File: src/rtl/multdiv_pkg.sv
`default_nettype none
// ============================================================================
// Module   : multdiv_pkg
// Brief    : Shared constants, FSM state type and helpers for the multdiv unit.
// Revision : 1.0 - initial release
// ============================================================================
package multdiv_pkg;

    localparam int MD_WIDTH = 32;
    localparam int MD_ITERS = 32;
    localparam int CNT_W    = 6;

    localparam logic [MD_WIDTH-1:0] INT_MIN = 32'h8000_0000;

    typedef enum logic [1:0] {
        IDLE = 2'd0,
        MULT = 2'd1,
        DIV  = 2'd2,
        DONE = 2'd3
    } md_state_e;

    // Magnitude of a two's complement value; INT_MIN maps to 0x80000000 as unsigned.
    function automatic logic [MD_WIDTH-1:0] abs_val(input logic [MD_WIDTH-1:0] v);
        return v[MD_WIDTH-1] ? -v : v;
    endfunction

endpackage
`default_nettype wire

File: src/rtl/multdiv_div_step.sv
`default_nettype none
// ============================================================================
// Module   : multdiv_div_step
// Brief    : One combinational restoring-division step (shift, trial subtract).
// Revision : 1.0 - initial release
// ============================================================================
module multdiv_div_step
    import multdiv_pkg::*;
(
    input  logic [MD_WIDTH:0]   rem_i,
    input  logic [MD_WIDTH-1:0] quo_i,
    input  logic [MD_WIDTH-1:0] divisor_i,
    output logic [MD_WIDTH:0]   rem_o,
    output logic [MD_WIDTH-1:0] quo_o
);

    logic [MD_WIDTH+1:0] w_shift;
    logic [MD_WIDTH+1:0] w_diff;
    logic                w_fits;

    // Extra top bit turns the trial subtraction borrow into a sign test.
    assign w_shift = {rem_i, quo_i[MD_WIDTH-1]};
    assign w_diff  = w_shift - {2'b00, divisor_i};
    assign w_fits  = ~w_diff[MD_WIDTH+1];

    assign rem_o = w_fits ? w_diff[MD_WIDTH:0] : w_shift[MD_WIDTH:0];
    assign quo_o = {quo_i[MD_WIDTH-2:0], w_fits};

endmodule
`default_nettype wire

File: src/rtl/multdiv_unit.sv
`default_nettype none
// ============================================================================
// Module   : multdiv_unit
// Brief    : Iterative signed 32-bit multiply/divide with one-cycle ready pulse.
// Config   : MULTDIV_DBZ_FAST_EN - divide by zero bypasses the iterations.
// Revision : 1.0 - initial release
// ============================================================================
module multdiv_unit
    import multdiv_pkg::*;
(
    input  logic                clk,
    input  logic                reset,
    input  logic [MD_WIDTH-1:0] data_operandA,
    input  logic [MD_WIDTH-1:0] data_operandB,
    input  logic                ctrl_mult,
    input  logic                ctrl_div,
    output logic [MD_WIDTH-1:0] data_result,
    output logic                data_exception,
    output logic                data_resultRDY
);

    md_state_e               state_q, state_d;
    logic [CNT_W-1:0]        cnt_q, cnt_d;
    logic [2*MD_WIDTH-1:0]   acc_q, acc_d;
    logic [MD_WIDTH-1:0]     opnd_q, opnd_d;
    logic [MD_WIDTH:0]       rem_q, rem_d;
    logic [MD_WIDTH-1:0]     quo_q, quo_d;
    logic                    neg_q, neg_d;
    logic                    div_q, div_d;
    logic                    dbz_q, dbz_d;
    logic                    ovf_q, ovf_d;
    logic [MD_WIDTH-1:0]     result_q, result_d;
    logic                    exc_q, exc_d;
    logic                    rdy_q, rdy_d;

    logic [MD_WIDTH-1:0]     w_abs_a;
    logic [MD_WIDTH-1:0]     w_abs_b;
    logic                    w_b_zero;
    logic                    w_sign;
    logic                    w_last;
    logic [MD_WIDTH:0]       w_mult_sum;
    logic [2*MD_WIDTH-1:0]   w_acc_step;
    logic [2*MD_WIDTH-1:0]   w_prod;
    logic                    w_mult_exc;
    logic [MD_WIDTH-1:0]     w_quo_signed;
    logic [MD_WIDTH:0]       w_rem_step;
    logic [MD_WIDTH-1:0]     w_quo_step;

    assign w_abs_a  = abs_val(data_operandA);
    assign w_abs_b  = abs_val(data_operandB);
    assign w_b_zero = (data_operandB == '0);
    assign w_sign   = data_operandA[MD_WIDTH-1] ^ data_operandB[MD_WIDTH-1];
    assign w_last   = (cnt_q == CNT_W'(MD_ITERS - 1));

    // Shift-add: multiplier sits in the low half and is consumed LSB first.
    assign w_mult_sum = {1'b0, acc_q[2*MD_WIDTH-1:MD_WIDTH]} + {1'b0, opnd_q};
    assign w_acc_step = acc_q[0] ? {w_mult_sum, acc_q[MD_WIDTH-1:1]}
                                 : {1'b0, acc_q[2*MD_WIDTH-1:1]};

    assign w_prod       = neg_q ? -acc_q : acc_q;
    assign w_mult_exc   = (w_prod[2*MD_WIDTH-1:MD_WIDTH] != {MD_WIDTH{w_prod[MD_WIDTH-1]}});
    assign w_quo_signed = neg_q ? -quo_q : quo_q;

    multdiv_div_step u_div_step (
        .rem_i     (rem_q),
        .quo_i     (quo_q),
        .divisor_i (opnd_q),
        .rem_o     (w_rem_step),
        .quo_o     (w_quo_step)
    );

    always_comb begin
        state_d  = state_q;
        cnt_d    = cnt_q;
        acc_d    = acc_q;
        opnd_d   = opnd_q;
        rem_d    = rem_q;
        quo_d    = quo_q;
        neg_d    = neg_q;
        div_d    = div_q;
        dbz_d    = dbz_q;
        ovf_d    = ovf_q;
        result_d = result_q;
        exc_d    = exc_q;
        rdy_d    = 1'b0;

        // A start pulse in any state restarts; the abandoned operation never reports.
        if (ctrl_mult) begin
            state_d  = MULT;
            cnt_d    = '0;
            opnd_d   = w_abs_a;
            acc_d    = {{MD_WIDTH{1'b0}}, w_abs_b};
            neg_d    = w_sign;
            div_d    = 1'b0;
            dbz_d    = 1'b0;
            ovf_d    = 1'b0;
            result_d = '0;
            exc_d    = 1'b0;
        end else if (ctrl_div) begin
            state_d  = DIV;
            cnt_d    = '0;
            opnd_d   = w_abs_b;
            quo_d    = w_abs_a;
            rem_d    = '0;
            neg_d    = w_sign;
            div_d    = 1'b1;
            dbz_d    = w_b_zero;
            ovf_d    = (data_operandA == INT_MIN) && (data_operandB == '1);
            result_d = '0;
            exc_d    = 1'b0;
`ifdef MULTDIV_DBZ_FAST_EN
            if (w_b_zero) begin
                state_d = DONE;
            end
`endif
        end else begin
            case (state_q)
                MULT: begin
                    acc_d = w_acc_step;
                    if (w_last) state_d = DONE;
                    else        cnt_d   = cnt_q + CNT_W'(1);
                end
                DIV: begin
                    rem_d = w_rem_step;
                    quo_d = w_quo_step;
                    if (w_last) state_d = DONE;
                    else        cnt_d   = cnt_q + CNT_W'(1);
                end
                DONE: begin
                    state_d = IDLE;
                    cnt_d   = '0;
                    rdy_d   = 1'b1;
                    if (!div_q) begin
                        result_d = w_prod[MD_WIDTH-1:0];
                        exc_d    = w_mult_exc;
                    end else if (dbz_q) begin
                        result_d = '0;
                        exc_d    = 1'b1;
                    end else if (ovf_q) begin
                        result_d = INT_MIN;
                        exc_d    = 1'b1;
                    end else begin
                        result_d = w_quo_signed;
                        exc_d    = 1'b0;
                    end
                end
                default: ;
            endcase
        end
    end

    always_ff @(posedge clk) begin
        if (reset) begin
            state_q  <= IDLE;
            cnt_q    <= '0;
            acc_q    <= '0;
            opnd_q   <= '0;
            rem_q    <= '0;
            quo_q    <= '0;
            neg_q    <= 1'b0;
            div_q    <= 1'b0;
            dbz_q    <= 1'b0;
            ovf_q    <= 1'b0;
            result_q <= '0;
            exc_q    <= 1'b0;
            rdy_q    <= 1'b0;
        end else begin
            state_q  <= state_d;
            cnt_q    <= cnt_d;
            acc_q    <= acc_d;
            opnd_q   <= opnd_d;
            rem_q    <= rem_d;
            quo_q    <= quo_d;
            neg_q    <= neg_d;
            div_q    <= div_d;
            dbz_q    <= dbz_d;
            ovf_q    <= ovf_d;
            result_q <= result_d;
            exc_q    <= exc_d;
            rdy_q    <= rdy_d;
        end
    end

    assign data_result    = result_q;
    assign data_exception = exc_q;
    assign data_resultRDY = rdy_q;

endmodule
`default_nettype wire

File: config.mk
export PLATFORM = sky130hd
export DESIGN_NAME = multdiv_unit
export DESIGN_NICKNAME = d
export VERILOG_FILES = /design/src/rtl/multdiv_pkg.sv /design/src/rtl/multdiv_div_step.sv /design/src/rtl/multdiv_unit.sv
export SDC_FILE = /design/constraint.sdc
export NUM_CORES = 1
export LEC_CHECK = 0
export BUFFER_PORTS_ARGS = -buffer_cell sky130_fd_sc_hd__buf_2
export CAP_MARGIN = 20
export CELL_PAD_IN_SITES_DETAIL_PLACEMENT = 0
export CELL_PAD_IN_SITES_GLOBAL_PLACEMENT = 1
export CORE_MARGIN = 10
export CORE_UTILIZATION = 46
export DETAILED_ROUTE_END_ITERATION = 10
export PLACE_DENSITY_LB_ADDON = 0.2
export RECOVER_POWER = 25
export SLEW_MARGIN = 40
export SYNTH_ARGS = -nofsm -noshare
export SYNTH_HDL_FRONTEND = slang
export SYNTH_SLANG_ARGS = --single-unit
File: constraint.sdc
create_clock -name clk -period 4.2 [get_ports clk]
set_input_delay 0.84 -clock clk [delete_from_list [all_inputs] [get_ports clk]]
set_output_delay 0.84 -clock clk [all_outputs]
set_load 0.005 [all_outputs]
==> impl_results.md <==
* Area of the die at 42,600 µm²
* WP data arrival at 4.15 ns
* Sw Ratio at 32.9%
* Post-DR vias/cell at 6.18
* Area Growth Syn to Fin at 11.0%
* Global route total overflow at 0
* Starting Density at 46.4%
* Total CTS buffers at 26
* GRT Overall Usage at 26.5%
* Chip width at 206 µm
* Drt wl/cell at 21.9 µm
* Fin crit share at 88.3%
* Slew of the pin with the lowest slew margin at 2.32 ns
* Average size of a mapped cell at 7.45 µm²
* Critical path required time at 4.64 ns
* Die H at 206 µm
* Vias in the first global route at 15,100
* Sequential area share after synthesis at 25.9%
* Hold_buf cts at 0
* Leak Pwr at 0.00690 µW
* Share of cells above drive strength 1 at 9.10%
* # port buffers at 101
* Internal power at 3940 µW
* EDFF count, synth at 0
* CTS clk-pin slew, worst paths at 0.06 ns
* Clk sink count at 207
* Worst skew pair latency at 0.55 ns
* Slew HR at -54.7%
* Setup crit end kind: flip-flop
* Final ANT Viol Nets at 0
* Fin area at 17,700 µm²
* Largest net degree at the start of global routing at 86
* Synthesis Warnings at 0
* Placer congestion estimate at 0.984
* Antenna violations before repair at 4
* MaxCap Viol Count at 3
* Clk network pwr share at 39.6%
* RSZ-0062 raised after global routing: false
* Pre-CTS setup slack at 0.280 ns
* Pins Over Slew Limit at 165
* Mapped Nets at 2,291
* Area of the core at 34,500 µm²
* Startpoint Class: flip-flop
* Number of top-level pins at 102
* First-pass iteration count of the detailed router at 5
* Combinational Power Share at 22.7%
* Rows at 68
* Status: complete, but fails checks
* DRC viols at 0
* Fmax at 270 MHz
* Setup CP Type: flip-flop to flip-flop
* DP Cell Count at 2,608
* Non-Filler Instances at 2,659
* Peak VDD IR at 0.000280 V
* Hold WC Path Type: flip-flop to flip-flop
* Worst setup margin at 0.492 ns
* Mapped Cells at 2,148
* Final setup TNS at 0 ns
* Nets at 2,324
* Vias at 16,400
* Violated checks: capacitance limit, slew limit
* Dominant synthesized flop cell: dfxtp_1
* Post-Syn Area at 16,000 µm²
* NetSw at 1930 µW
* Resize count post-CTS at 0
* CTS tree: built
* Cell area after placement at 16,900 µm²
* H-tree depth at 1
* Iter 0 DRT Violations at 1,382
* Final hold viol count at 0
* Longest Clk Path Bufs at 3
* First-pass GRT wire length at 88,200 µm
* Fraction of power consumed by sequential logic at 37.7%
* Count of different cell masters after synthesis at 77
* CTS root buf: clkbuf_16
* Ys async rst share at 0%
* Min cycle time layout at 3.71 ns
* CP Max Fanout at 5
* Post-CTS Repair Setup Buffers at 0
* Final setup vio count at 0
* Synth Register Bits at 207
* Cell Pwr Density at 330 nW/µm²
* HPWL after DPL at 44,200 µm
* Layout Skew at 0.0143 ns
* Total Wirelength at 58,300 µm
## power groups by stage
stage / Sequential (µW) / Combinational (µW) / Clock [µW]
after floorplan: 2160 / 935 / 0
after global placement: 2240 / 1290 / 0
after detailed placement: 2240 / 1300 / 0
after CTS: 2200 / 1310 / 2340
after global routing: 2220 / 1460 / 2410
final: 2210 / 1330 / 2320
## metal layers
layer | global-route usage, % | vias to the layer above | part of all wire, %
met5 | 0 | - | 0.022
met4 | 9.43 | 2 | 3.7
met3 | 6.24 | 119 | 9.9
met2 | 40.4 | 620 | 43
met1 | 35.7 | 7800 | 43
li1 | - | 7898 | -
## cell families (layout without fill, tap and decap cells)
kind of cell | after synthesis | in the layout | synth area share (%)
adders and majority gates | 75 | 75 | 5.96
xor gates and xnor gates | 201 | 201 | 11.0
AOI/OAI and AO/OA | 685 | 685 | 28.2
DFF | 207 | 207 | 25.9
muxes | 30 | 30 | 1.90
buffers and inverters | 232 | 283 | 5.52
other | 0 | 5 | 0
and+or+nand+nor | 718 | 718 | 21.5
## Yosys cell counts, types with 7 or more instances
cell type	instances	area (µm²)
o211ai_1	9	67.6
or3_1	25	156
nor2b_1	17	106
o22ai_1	20	125
a21o_1	27	203
a21oi_1	168	841
buf_1	15	56.3
o21bai_1	7	52.6
clkbuf_1	125	469
nand4b_1	7	61.3
nand2_1	179	672
a31oi_1	16	100
o221ai_1	33	289
nor3_1	33	165
or4_1	20	150
nand3_1	41	205
dfxtp_1	207	4140
nand2b_1	13	81.3
nor2_1	251	942
a211oi_1	77	578
o21ba_2	9	90.1
and3_1	38	238
xor2_1	128	1120
mux2i_1	27	270
nand4_1	30	188
a21boi_0	18	135
inv_1	84	315
a32oi_1	10	87.6
or2_2	10	62.6
xnor2_1	73	639
nor4_1	18	113
o21a_1	10	75.1
o31ai_1	50	375
a221oi_1	18	158
o41ai_1	26	228
o21ai_0	152	761
ha_1	73	913
## path summary, 6_finish.rpt
| path | start | to | depth (start not counted) | slack [ns] |
|---|---|---|---|---|
| worst max-delay path | opnd_q[4] | acc_q[62] | 12 | 0.49 |
| worst min-delay path | rem_q[13] | rem_q[13] | 2 | 0.48 |
| worst max register to register | opnd_q[4] | acc_q[62] | 12 | 0.49 |
| worst min register to register | rem_q[13] | rem_q[13] | 2 | 0.48 |
## cell type report
| cell class | count | area, µm² |
|---|---|---|
| tap | 455 | 569 |
| clock inverter | 7 | 92.6 |
| inverter | 87 | 327 |
| fill | 3490 | 16700 |
| sequential | 207 | 4140 |
| antenna | 5 | 12.5 |
| clock buffer | 39 | 781 |
| multi-input combinational | 1709 | 11000 |
| timing repair buffer | 150 | 838 |
## per-stage QoR
step | utilization, % | total power [µW] | hold slack (ns)
after CTS | 51.7 | 5850 | 0.488
after floorplan | - | 3100 | 0.441
after detailed placement | 49.1 | 3540 | 0.481
after global routing | 51.5 | 6080 | 0.505
final | 51.5 | 5860 | 0.483
after global placement | 49.1 | 3530 | 0.470
## worst max-delay path: stages (launching register included)
cell	delay (ns)
dfxtp_1	0.39
ha_1	0.32
and3_1	0.21
a2111oi_0	0.45
buf_4	0.21
o22ai_1	0.14
and3_1	0.27
o311ai_0	0.50
a31oi_1	0.26
o211ai_1	0.31
o211ai_1	0.15
mux2i_1	0.14
o221a_2	0.24
## state kept, by name (all words and copies together) (netlist names)
name,cells
data_result,32
state_q,2
ovf_q,1
quo_q,32
rem_q,33
data_exception,1
acc_q,64
dbz_q,1
neg_q,1
div_q,1
data_resultRDY,1
opnd_q,32
cnt_q,6
## cells in the final DEF (no fill, tap or decap), types with 50 or more instances in the layout
cell	Yosys	layout
nor2_1	251	251
inv_1	84	84
o21ai_0	152	152
xor2_1	128	128
buf_2	4	69
a211oi_1	77	77
ha_1	73	72
a21oi_1	168	168
dfxtp_1	207	207
xnor2_1	73	73
o31ai_1	50	50
nand2_1	179	179
(Power assumes the default switching activity.)
